<file path="config.mk">
export PLATFORM = sky130hd
export DESIGN_NAME = buzzer_arbiter
export DESIGN_NICKNAME = d
export VERILOG_FILES = /design/src/rtl/buzzer_arbiter.sv
export SDC_FILE = /design/constraint.sdc
export NUM_CORES = 1
export LEC_CHECK = 0
export ABC_AREA = 1
export CORE_UTILIZATION = 30
export DETAILED_ROUTE_END_ITERATION = 10
export GPL_TIMING_DRIVEN = 0
export HOLD_SLACK_MARGIN = 0.03
export PLACE_DENSITY = 0.58
export SLEW_MARGIN = 20
export SYNTH_ARGS = -nofsm -noshare
export SYNTH_HDL_FRONTEND = slang
export SYNTH_SLANG_ARGS = --single-unit
export TNS_END_PERCENT = 100
</file>
<file path="constraint.sdc">
create_clock -name sys_CLK -period 2.3 [get_ports sys_CLK]
set_input_delay 0.23 -clock sys_CLK [delete_from_list [all_inputs] [get_ports sys_CLK]]
set_output_delay 0.23 -clock sys_CLK [all_outputs]
set_load 0.02 [all_outputs]
</file>
<file path="src/rtl/buzzer_arbiter.sv">
// buzzer_arbiter: shares one buzzer tone generator among the key beep, the
// hourly chime and the alarm melody. Requests are latched, granted by fixed
// priority (alarm > chime > beep), and each owner's note sequence is stepped
// once per beat. All outputs are registered.
//
// Optional feature macro: BUZZ_ARB_GAP_EN
//   defined   : the last GAP_CYCLES cycles of every beat are silent (GAP
//               state), so repeated equal notes are articulated.
//   undefined : notes play legato and note_valid stays high across beats.
module buzzer_arbiter #(
    parameter int BEAT_DIV   = 25_000_000,
    parameter int GAP_CYCLES = 2_500_000
) (
    input  logic       sys_CLK,
    input  logic       rst_n,
    input  logic       beep_req,
    input  logic       chime_req,
    input  logic       alarm_req,
    input  logic       alarm_stop,
    output logic [4:0] note,
    output logic       note_valid,
    output logic [1:0] grant,
    output logic       busy,
    output logic       done
);

    localparam int CNT_W = (BEAT_DIV > 1) ? $clog2(BEAT_DIV) : 1;
    localparam logic [CNT_W-1:0] BEAT_LAST = CNT_W'(BEAT_DIV - 1);
    localparam logic [CNT_W-1:0] GAP_START = CNT_W'(BEAT_DIV - GAP_CYCLES);

`ifdef BUZZ_ARB_GAP_EN
    localparam bit GAP_EN = 1'b1;
`else
    localparam bit GAP_EN = 1'b0;
`endif

    localparam logic [1:0] ST_IDLE = 2'd0;
    localparam logic [1:0] ST_PLAY = 2'd1;
    localparam logic [1:0] ST_GAP  = 2'd2;

    // Owner codes double as priority: a larger code outranks a smaller one.
    localparam logic [1:0] OWN_NONE  = 2'b00;
    localparam logic [1:0] OWN_BEEP  = 2'b01;
    localparam logic [1:0] OWN_CHIME = 2'b10;
    localparam logic [1:0] OWN_ALARM = 2'b11;

    // Note table: one entry per beat for each source.
    function automatic logic [4:0] seq_note(input logic [1:0] own, input logic [2:0] step);
        logic [4:0] n;
        case (own)
            OWN_BEEP:  n = 5'd15;
            OWN_CHIME: begin
                case (step[1:0])
                    2'd0:    n = 5'd8;
                    2'd1:    n = 5'd10;
                    2'd2:    n = 5'd12;
                    default: n = 5'd15;
                endcase
            end
            OWN_ALARM: begin
                case (step)
                    3'd0:    n = 5'd12;
                    3'd1:    n = 5'd12;
                    3'd2:    n = 5'd0;
                    3'd3:    n = 5'd12;
                    3'd4:    n = 5'd12;
                    3'd5:    n = 5'd0;
                    3'd6:    n = 5'd15;
                    default: n = 5'd0;
                endcase
            end
            default:   n = 5'd0;
        endcase
        return n;
    endfunction

    logic [1:0]       state_r, state_s;
    logic [1:0]       grant_r, grant_s;
    logic [2:0]       step_r, step_s;
    logic [CNT_W-1:0] cnt_r, cnt_s;
    logic             beep_pend_r, beep_pend_s;
    logic             chime_pend_r, chime_pend_s;
    logic             alarm_block_r, alarm_block_s;
    logic [4:0]       note_r, note_s;
    logic             note_valid_r, note_valid_s;
    logic             busy_r, done_r, done_s;

    logic             beep_want_s, chime_want_s, alarm_want_s;
    logic [1:0]       winner_s;
    logic             tick_s, stop_s, last_step_s, take_s;

    // Request qualification and fixed-priority winner; an owner's own pulses are dropped.
    always_comb begin
        beep_want_s  = beep_pend_r  | (beep_req  & (grant_r != OWN_BEEP));
        chime_want_s = chime_pend_r | (chime_req & (grant_r != OWN_CHIME));
        alarm_want_s = alarm_req & ~alarm_block_r;
        if (alarm_want_s) begin
            winner_s = OWN_ALARM;
        end else if (chime_want_s) begin
            winner_s = OWN_CHIME;
        end else if (beep_want_s) begin
            winner_s = OWN_BEEP;
        end else begin
            winner_s = OWN_NONE;
        end
    end

    // Beat tick, alarm stop and end-of-sequence detection for the current owner.
    always_comb begin
        tick_s = (state_r != ST_IDLE) && (cnt_r == BEAT_LAST);
        stop_s = alarm_stop && (grant_r == OWN_ALARM);
        case (grant_r)
            OWN_BEEP:  last_step_s = (step_r == 3'd0);
            OWN_CHIME: last_step_s = (step_r == 3'd3);
            OWN_ALARM: last_step_s = ~alarm_req;
            default:   last_step_s = 1'b1;
        endcase
    end

    // A stopped alarm stays locked out until alarm_req has been seen low.
    always_comb begin
        if (stop_s) begin
            alarm_block_s = 1'b1;
        end else if (!alarm_req) begin
            alarm_block_s = 1'b0;
        end else begin
            alarm_block_s = alarm_block_r;
        end
    end

    // Sequencer: grant, beat counting, stepping, completion and preemption at ticks.
    always_comb begin
        state_s      = state_r;
        grant_s      = grant_r;
        step_s       = step_r;
        cnt_s        = cnt_r;
        done_s       = 1'b0;
        take_s       = 1'b0;
        beep_pend_s  = beep_want_s;
        chime_pend_s = chime_want_s;
        case (state_r)
            ST_IDLE: begin
                take_s = (winner_s != OWN_NONE);
            end
            ST_PLAY, ST_GAP: begin
                if (stop_s) begin
                    state_s = ST_IDLE;
                    grant_s = OWN_NONE;
                    step_s  = 3'd0;
                    cnt_s   = '0;
                end else if (tick_s) begin
                    if (last_step_s) begin
                        done_s = 1'b1;
                        if (winner_s != OWN_NONE) begin
                            take_s = 1'b1;
                        end else begin
                            state_s = ST_IDLE;
                            grant_s = OWN_NONE;
                            step_s  = 3'd0;
                            cnt_s   = '0;
                        end
                    end else if (winner_s > grant_r) begin
                        // Preempted owner is simply dropped: no done, nothing re-queued.
                        take_s = 1'b1;
                    end else begin
                        step_s = step_r + 3'd1;
                        cnt_s  = '0;
                    end
                end else begin
                    cnt_s = cnt_r + CNT_W'(1);
                end
            end
            default: begin
                state_s = ST_IDLE;
                grant_s = OWN_NONE;
                step_s  = 3'd0;
                cnt_s   = '0;
            end
        endcase

        if (take_s) begin
            state_s      = ST_PLAY;
            grant_s      = winner_s;
            step_s       = 3'd0;
            cnt_s        = '0;
            beep_pend_s  = beep_want_s  & (winner_s != OWN_BEEP);
            chime_pend_s = chime_want_s & (winner_s != OWN_CHIME);
        end else begin
            beep_pend_s  = beep_want_s;
            chime_pend_s = chime_want_s;
        end

        // Tail of each beat is silent when the gap feature is built in.
        if (state_s == ST_IDLE) begin
            state_s = ST_IDLE;
        end else if (GAP_EN && (cnt_s >= GAP_START)) begin
            state_s = ST_GAP;
        end else begin
            state_s = ST_PLAY;
        end
    end

    // Output decode from the next state so the registered note lines up with the grant.
    always_comb begin
        if (state_s == ST_PLAY) begin
            note_s = seq_note(grant_s, step_s);
        end else begin
            note_s = 5'd0;
        end
        note_valid_s = (note_s != 5'd0);
    end

    // State and output registers; reset forces silence and clears all pending work.
    always_ff @(posedge sys_CLK or negedge rst_n) begin
        if (!rst_n) begin
            state_r       <= ST_IDLE;
            grant_r       <= OWN_NONE;
            step_r        <= 3'd0;
            cnt_r         <= '0;
            beep_pend_r   <= 1'b0;
            chime_pend_r  <= 1'b0;
            alarm_block_r <= 1'b0;
            note_r        <= 5'd0;
            note_valid_r  <= 1'b0;
            busy_r        <= 1'b0;
            done_r        <= 1'b0;
        end else begin
            state_r       <= state_s;
            grant_r       <= grant_s;
            step_r        <= step_s;
            cnt_r         <= cnt_s;
            beep_pend_r   <= beep_pend_s;
            chime_pend_r  <= chime_pend_s;
            alarm_block_r <= alarm_block_s;
            note_r        <= note_s;
            note_valid_r  <= note_valid_s;
            busy_r        <= (grant_s != OWN_NONE);
            done_r        <= done_s;
        end
    end

    assign note       = note_r;
    assign note_valid = note_valid_r;
    assign grant      = grant_r;
    assign busy       = busy_r;
    assign done       = done_r;

endmodule
</file>
* Yosys cells after proc, flatten, opt, wreduce, memory -nomap -nowiden
Cells that the tools add are included.
** Storage, ports and cells
- Register bits :: 43
- Output and inout port bits :: 10
- Input bits :: 6
- Logic and storage cells :: 111
** Operators by class
- Reductions and logical operators :: 14
- Equality and inequality tests :: 25
- Magnitude comparators :: 1
- Bitwise operators :: 9
- $add $sub $neg :: 2
- Muxes and demuxes :: 49
** Operator list (count)
- two-way mux 25 bit :: 6
- one-hot mux 25 bit (2 select lines) :: 1
- adder 25 x 1 -> 25 bit, second input constant :: 1
- == test 25 bit, second input constant :: 1
- two-way mux 2 bit :: 12
- two-way mux 3 bit :: 6
- two-way mux 1 bit :: 15
- == test 2 bit, second input constant :: 6
- != test 6 bit, second input constant :: 2
- one-hot mux 4 bit (3 select lines) :: 1
- == test 2 x 1 -> 1 bit, second input constant :: 5
- one-hot mux 3 bit (3 select lines) :: 1
- one-hot mux 2 bit (2 select lines) :: 2
- one-hot mux 4 bit (2 select lines) :: 1
- == test 3 x 2 -> 1 bit, second input constant :: 2
- == test 3 bit, second input constant :: 2
- logical NOT 2 bit :: 3
- logical NOT 3 bit :: 2
- != test 2 x 1 -> 1 bit, second input constant :: 3
- != test 2 bit, second input constant :: 3
- one-hot mux 3 bit (2 select lines) :: 1
- nonzero test 2 bit :: 3
- bitwise AND 1 bit :: 5
- two-way mux 5 bit :: 1
- other kinds (12) :: 15

* Longest topological paths before layout
- Depth after elaboration :: 19
- Depth in mapped cells :: 20
- Depth with buffers taken out :: 20

* Worst setup path after synthesis
OpenSTA, ideal clock, no wires.
- Path kind :: reg-to-reg
- From :: register grant_r[0], in the netlist grant[0]
- To :: register note_r[2], in the netlist note[2]
- Setup slack :: -0.210 ns
- Path buffers :: 0
- Data required time :: 2.177 ns
- Cell stages (with the launch flop) :: 20
- Arrival :: 2.387 ns
- Library setup time :: 0.123 ns
- Clock period less this slack :: 2.510 ns
- Path through :: dfrtp_1 inv_2 nand2_1 nand2_1 nand2_2 nor2_8 inv_1 ha_1 a21boi_0 nand2_4 nand3_2 nand2_1 nand2_1 nand2_2 a21oi_4 nand2_2 nand2_1 nand2_1 nand2_2 nor2_2
** Between the ends
- Word-level cells in the longest chain between the ends :: 18
- Elaborated cells on any way between the ends :: 60
- Those cells by class :: 1 x order compare; 15 x eq/ne; 34 x mux; 4 x bitwise; 6 x reduce/logical
** RTL lines
- from (decl) :: RTL line 78 : logic [1:0] grant_r, grant_s;
- from (signal assigned) :: RTL line 229 : grant_r <= grant_s;
- != test 2 x 1 -> 1 bit :: RTL line 94 : beep_want_s = beep_pend_r | (beep_req & (grant_r != OWN_BEEP));
- bitwise AND 1 bit :: RTL line 94
- bitwise OR 1 bit :: RTL line 94
- two-way mux 1 bit :: RTL line 101 : end else if (beep_want_s) begin
- two-way mux 2 bit :: RTL line 99 : end else if (chime_want_s) begin
- two-way mux 2 bit :: RTL line 97 : if (alarm_want_s) begin
- > comparator 2 bit / nonzero test 2 bit (equally long branches) :: RTL line 162, 143, 154
- two-way mux 3 bit (tied with other cells) :: RTL line 162 : end else if (winner_s > grant_r) begin
- [4 not listed]
- two-way mux 3 bit * :: RTL line 181 : if (take_s) begin
- net step_s[1] :: RTL line 79 : logic [2:0] step_r, step_s;
- == test 3 bit (tied with other cells) :: RTL line 61 : case (step)
- OR reduction 4 bit (no source line)
- one-hot mux 4 bit (2 select lines) :: RTL line 61
- one-hot mux 4 bit (3 select lines) * :: RTL line 50 : case (own)
- two-way mux 5 bit * :: RTL line 205 : if (state_s == ST_PLAY) begin
- net note_s[2] :: RTL line 84 : logic [4:0] note_r, note_s;
- to (signal assigned) :: RTL line 235 : note_r <= note_s;
- to (decl) :: RTL line 84
Mark *: on every way through the listed nets, which the timed path passes. The rest lies on a longest branch.
A chain may end at the register's enable or synchronous reset.

* Final worst setup path
- From :: register grant_r[0], in the netlist grant[0]
- To :: register note_r[2], in the netlist note[2]
** Between the ends
- Elaborated cells on any way between the ends :: 60
- Those cells by class :: 1 x order compare; 15 x eq/ne; 34 x mux; 4 x bitwise; 6 x reduce/logical
** RTL lines
- != test 2 x 1 -> 1 bit :: RTL line 94
- bitwise AND 1 bit :: RTL line 94
- bitwise OR 1 bit :: RTL line 94
- two-way mux 1 bit :: RTL line 101
- two-way mux 2 bit :: RTL line 99
- two-way mux 2 bit :: RTL line 97
- > comparator 2 bit / nonzero test 2 bit (equally long branches) :: RTL line 162, 143, 154
- two-way mux 1 bit (tied with other cells) :: RTL line 162
- [2 not listed]
- two-way mux 1 bit / two-way mux 2 bit (equally long branches) :: RTL line 146 : if (stop_s) begin
- one-hot mux 1 bit (2 select lines) / one-hot mux 2 bit (2 select lines) (equally long branches) :: RTL line 141 : case (state_r)
- two-way mux 2 bit * :: RTL line 181
- net grant_s[1] :: RTL line 78
- == test 2 bit / == test 2 x 1 -> 1 bit (equally long branches) :: RTL line 50
- one-hot mux 4 bit (3 select lines) * :: RTL line 50
- two-way mux 5 bit * :: RTL line 205
- net note_s[2] :: RTL line 84
Marks and branches as above.

==> reports/qor.yml <==
run_status: "complete, but fails checks"
failing_checks: "setup timing"
post-route-min-period_ns: 2.32
clock_tree_from_tritoncts: "done"
crit_path_frequent_cell: "nand2_2"
dr_total_vias: 2256
route.final.wire_length_um: 5960
path_max_fanout: 8
critical_path_cell_sequence: "inv_4 > nand2_2 > nand2_2 > nand2_2 > nor2_8 > inv_2 > ha_4 > a21boi_4 > nand2_4 > nand3_4 > nand2_4 > nand2_8 > nand2_4 > nand2_8 > inv_4 > nand2_1 > a21oi_2 > nand2_1 > nand2_2 > nor2_2"
synthArstFlopShare: 1.00
clkTransAtPathRegs_ns: 0.08
synthToLayoutAreaGrowth_pct: 26.6
grt_pass1_wl_um: 10400
rr_worst_depth: 20
insertion_delay_ns: 0.30
cts.htree.levels: 2
timing.hold.ws_ns: 0.384
worstSetupEndpoint: "note[2]"
worst_r2r_endpoint: "note[2]"
ant_nets: 0
finish.net_count: 380
crit_path_start_kind: "flip-flop"
cp_data_arrival_time_ns: 2.50
synth_warnings: 0
power.static_leakage_nw: 1.47
met3_routed_wirelength_um: 162
synth-seq-cells: 41
fin_cells: 475
initialDrtViolationCount: 83
synthesis.area_sq_um: 2550
crit_buf_inv: 3
grt_pass1_vias: 2184
synth.top_cells.by_count: "nand2_1, inv_1, dfrtp_1"
timing.critical_path.to_type: "flip-flop"
antenna_cells: 0
antenna_found_initial: 0
clk_root_buffer_cell: "clkbuf_8"
max_clock_freq_ghz: 0.432
finalHoldViolations: 0
synth_top_area_frac: 0.403
post-route-drc-count: 0
critPathRequiredTime_ns: 2.48
worst_slack_ns: -0.0175
die_w_um: 94.1
irDropWorstVdd_v: 0.000318
synth.net_count: 342
synthDistinctLibCells: 37
dr.max_layer_used: "met4"
layout-drive-gt1-share: 0.276
setup.worst_path.start: "grant[0]"
clock-sinks: 41
critical_path.reg2reg.startpoint: "grant[0]"
timing.setup.critical_path_class: "reg -> reg"
core_box_area_sq_um: 8220
dpl.hpwl_um: 4300
cts_max_path_bufs: 2
top_area_cells_in_the_synthesized_netlist: "dfrtp_1, nand2_1, inv_1"
synthCells: 331
grt_max_degree: 27
r2r_setup_slack_ns: -0.02
unrepaired_setup_endpoints_after_global_routing: "true"
post_synth.cell_area_avg_sq_um: 7.69
synth_largest_area_cell: "dfrtp_1"
worstHoldPathType: "in -> async"
post_drt_wl_per_cell_um: 12.5
synth_enable_flop_cells: 0
initial_util: 0.310
met2_wirelength_um: 2790
die-area_sq_um: 8860
gpl.final_weighted_congestion: 0.845
fin_skew_ns: 0.00715
synth_most_common_cell: "nand2_1"
number_of_cts_inserted_buffers: 5
synth_seq_area_share: 0.403
critical_path_depth: 20
chipHeight_um: 94.1
total_of_endpoints_with_negative_setup_slack_in_the_final_report: 3
top_level_ports: 16
grt_overflow_total: 0
placementRows: 33
critical_path.top_delay_family: "simple AND/OR/NAND/NOR gates"
detail_route.wirelength.met1_um: 2860
maxCapViolations: 0
post_drt_via_cell_ratio: 4.75
synth-main-ff-cell: "dfrtp_1"
drv_slew: 0
post-route-period-util: 1.01
firstDrtPassIters: 4
crit_path_top_delay_cell: "dfrtp_2"
grt_use_total: 0.150
buffer_ports.inserted: 14
timing.critical_path.slowest_cell_delay_ns: 0.43
placedCellCount: 451
power_density_nw_per_um2: 1070
## layout by cell type (no fill, tap or decap), types with 6 or more instances in the layout
master           Yosys  routed
nand4_1             10      10
buf_4                2      17
a21oi_1             21      18
nand3_1             13      11
nand2_1             68      61
clkdlybuf4s50_1      0      13
dfrtp_1             41      39
inv_2                5       7
nor2_1              30      28
o21ai_0             11      11
nand2_2             12      16
nor2_2               7       6
nor3_1              20      18
inv_1               42      38
## stage by stage
step | total power (W) | setup TNS (ns) | util | cell area [sq um] | setup slack (ns)
2_1_floorplan | 0.00212 | 0 | - | 2560 | 0.0252
3_3_place_gp | 0.00248 | -8.53 | 0.345 | 2840 | -0.310
3_5_place_dp | 0.00252 | -2.84 | 0.347 | 2850 | -0.351
4_1_cts | 0.00332 | -0.150 | 0.381 | 3130 | -0.0415
5_1_grt | 0.00373 | -0.998 | 0.392 | 3220 | -0.212
6_report | 0.00345 | -0.0481 | 0.392 | 3220 | -0.0175
## routing by layer
metal / GRT usage / vias to the layer above
li1: - / 1163
met2: 0.252 / 44
met4: 0.0538 / 0
met1: 0.197 / 1036
met3: 0.0194 / 13
met5: 0 / -
## how the worst min path moves through the flow
stage	start	cells after the start	slack (ns)	endpoint
floorplan	rst_n	0	-0.07	alarm_block_r
global placement	alarm_block_r	2	0.49	alarm_block_r
detailed placement	rst_n	1	0.18	busy
CTS	rst_n	2	0.39	busy
global route	rst_n	2	0.43	grant[0]
finish	rst_n	2	0.38	busy
## area by class of cell
cell class	instances	area, sq um
Inverter	49	191
Buffer	5	30.0
Multi-Input combinational cell	236	1490
Sequential cell	41	1030
Fill cell	838	4990
Tap cell	105	131
Timing Repair Buffer	31	278
Clock buffer	8	80.1
## power breakdown
| part | switching (W) | total [W] | leakage [nW] | internal [W] |
|---|---|---|---|---|
| Clock | 0.000250 | 0.000466 | 0.0395 | 0.000216 |
| Combinational | 0.00121 | 0.00202 | 0.893 | 0.000806 |
| Sequential | 0.0000911 | 0.000964 | 0.534 | 0.000873 |
| Total | 0.00155 | 0.00345 | 1.47 | 0.00189 |
## cells by family (layout without fill, tap and decap cells)
| kind of cell | count (synthesis) | in the layout | synth area share |
|---|---|---|---|
| and+or+nand+nor | 175 | 175 | 0.346 |
| other | 1 | 1 | 0.00147 |
| xor gates and xnor gates | 4 | 4 | 0.0138 |
| adders and majority gates | 5 | 5 | 0.0246 |
| buffers and inverters | 54 | 93 | 0.0835 |
| AOI/OAI and AO/OA | 51 | 51 | 0.128 |
| DFF | 41 | 41 | 0.403 |
## flip-flops by register name, indices dropped and copies added (netlist names)
signal / flops
note: 4
cnt_r: 25
grant: 2
step_r: 3
note_valid: 1
done: 1
beep_pend_r: 1
chime_pend_r: 1
alarm_block_r: 1
state_r: 1
busy: 1
## what timing repair did
action / in CTS / in global routing
pin swaps: 21 / 22
hold endpoints to repair: 15 / 0
gates resized for setup: 26 / 20
hold buffers: 1 / 0
buffers inserted: 12 / 3
endpoints found under the setup margin: 12 / 24
No activity file was read; power rests on OpenSTA's default activity.
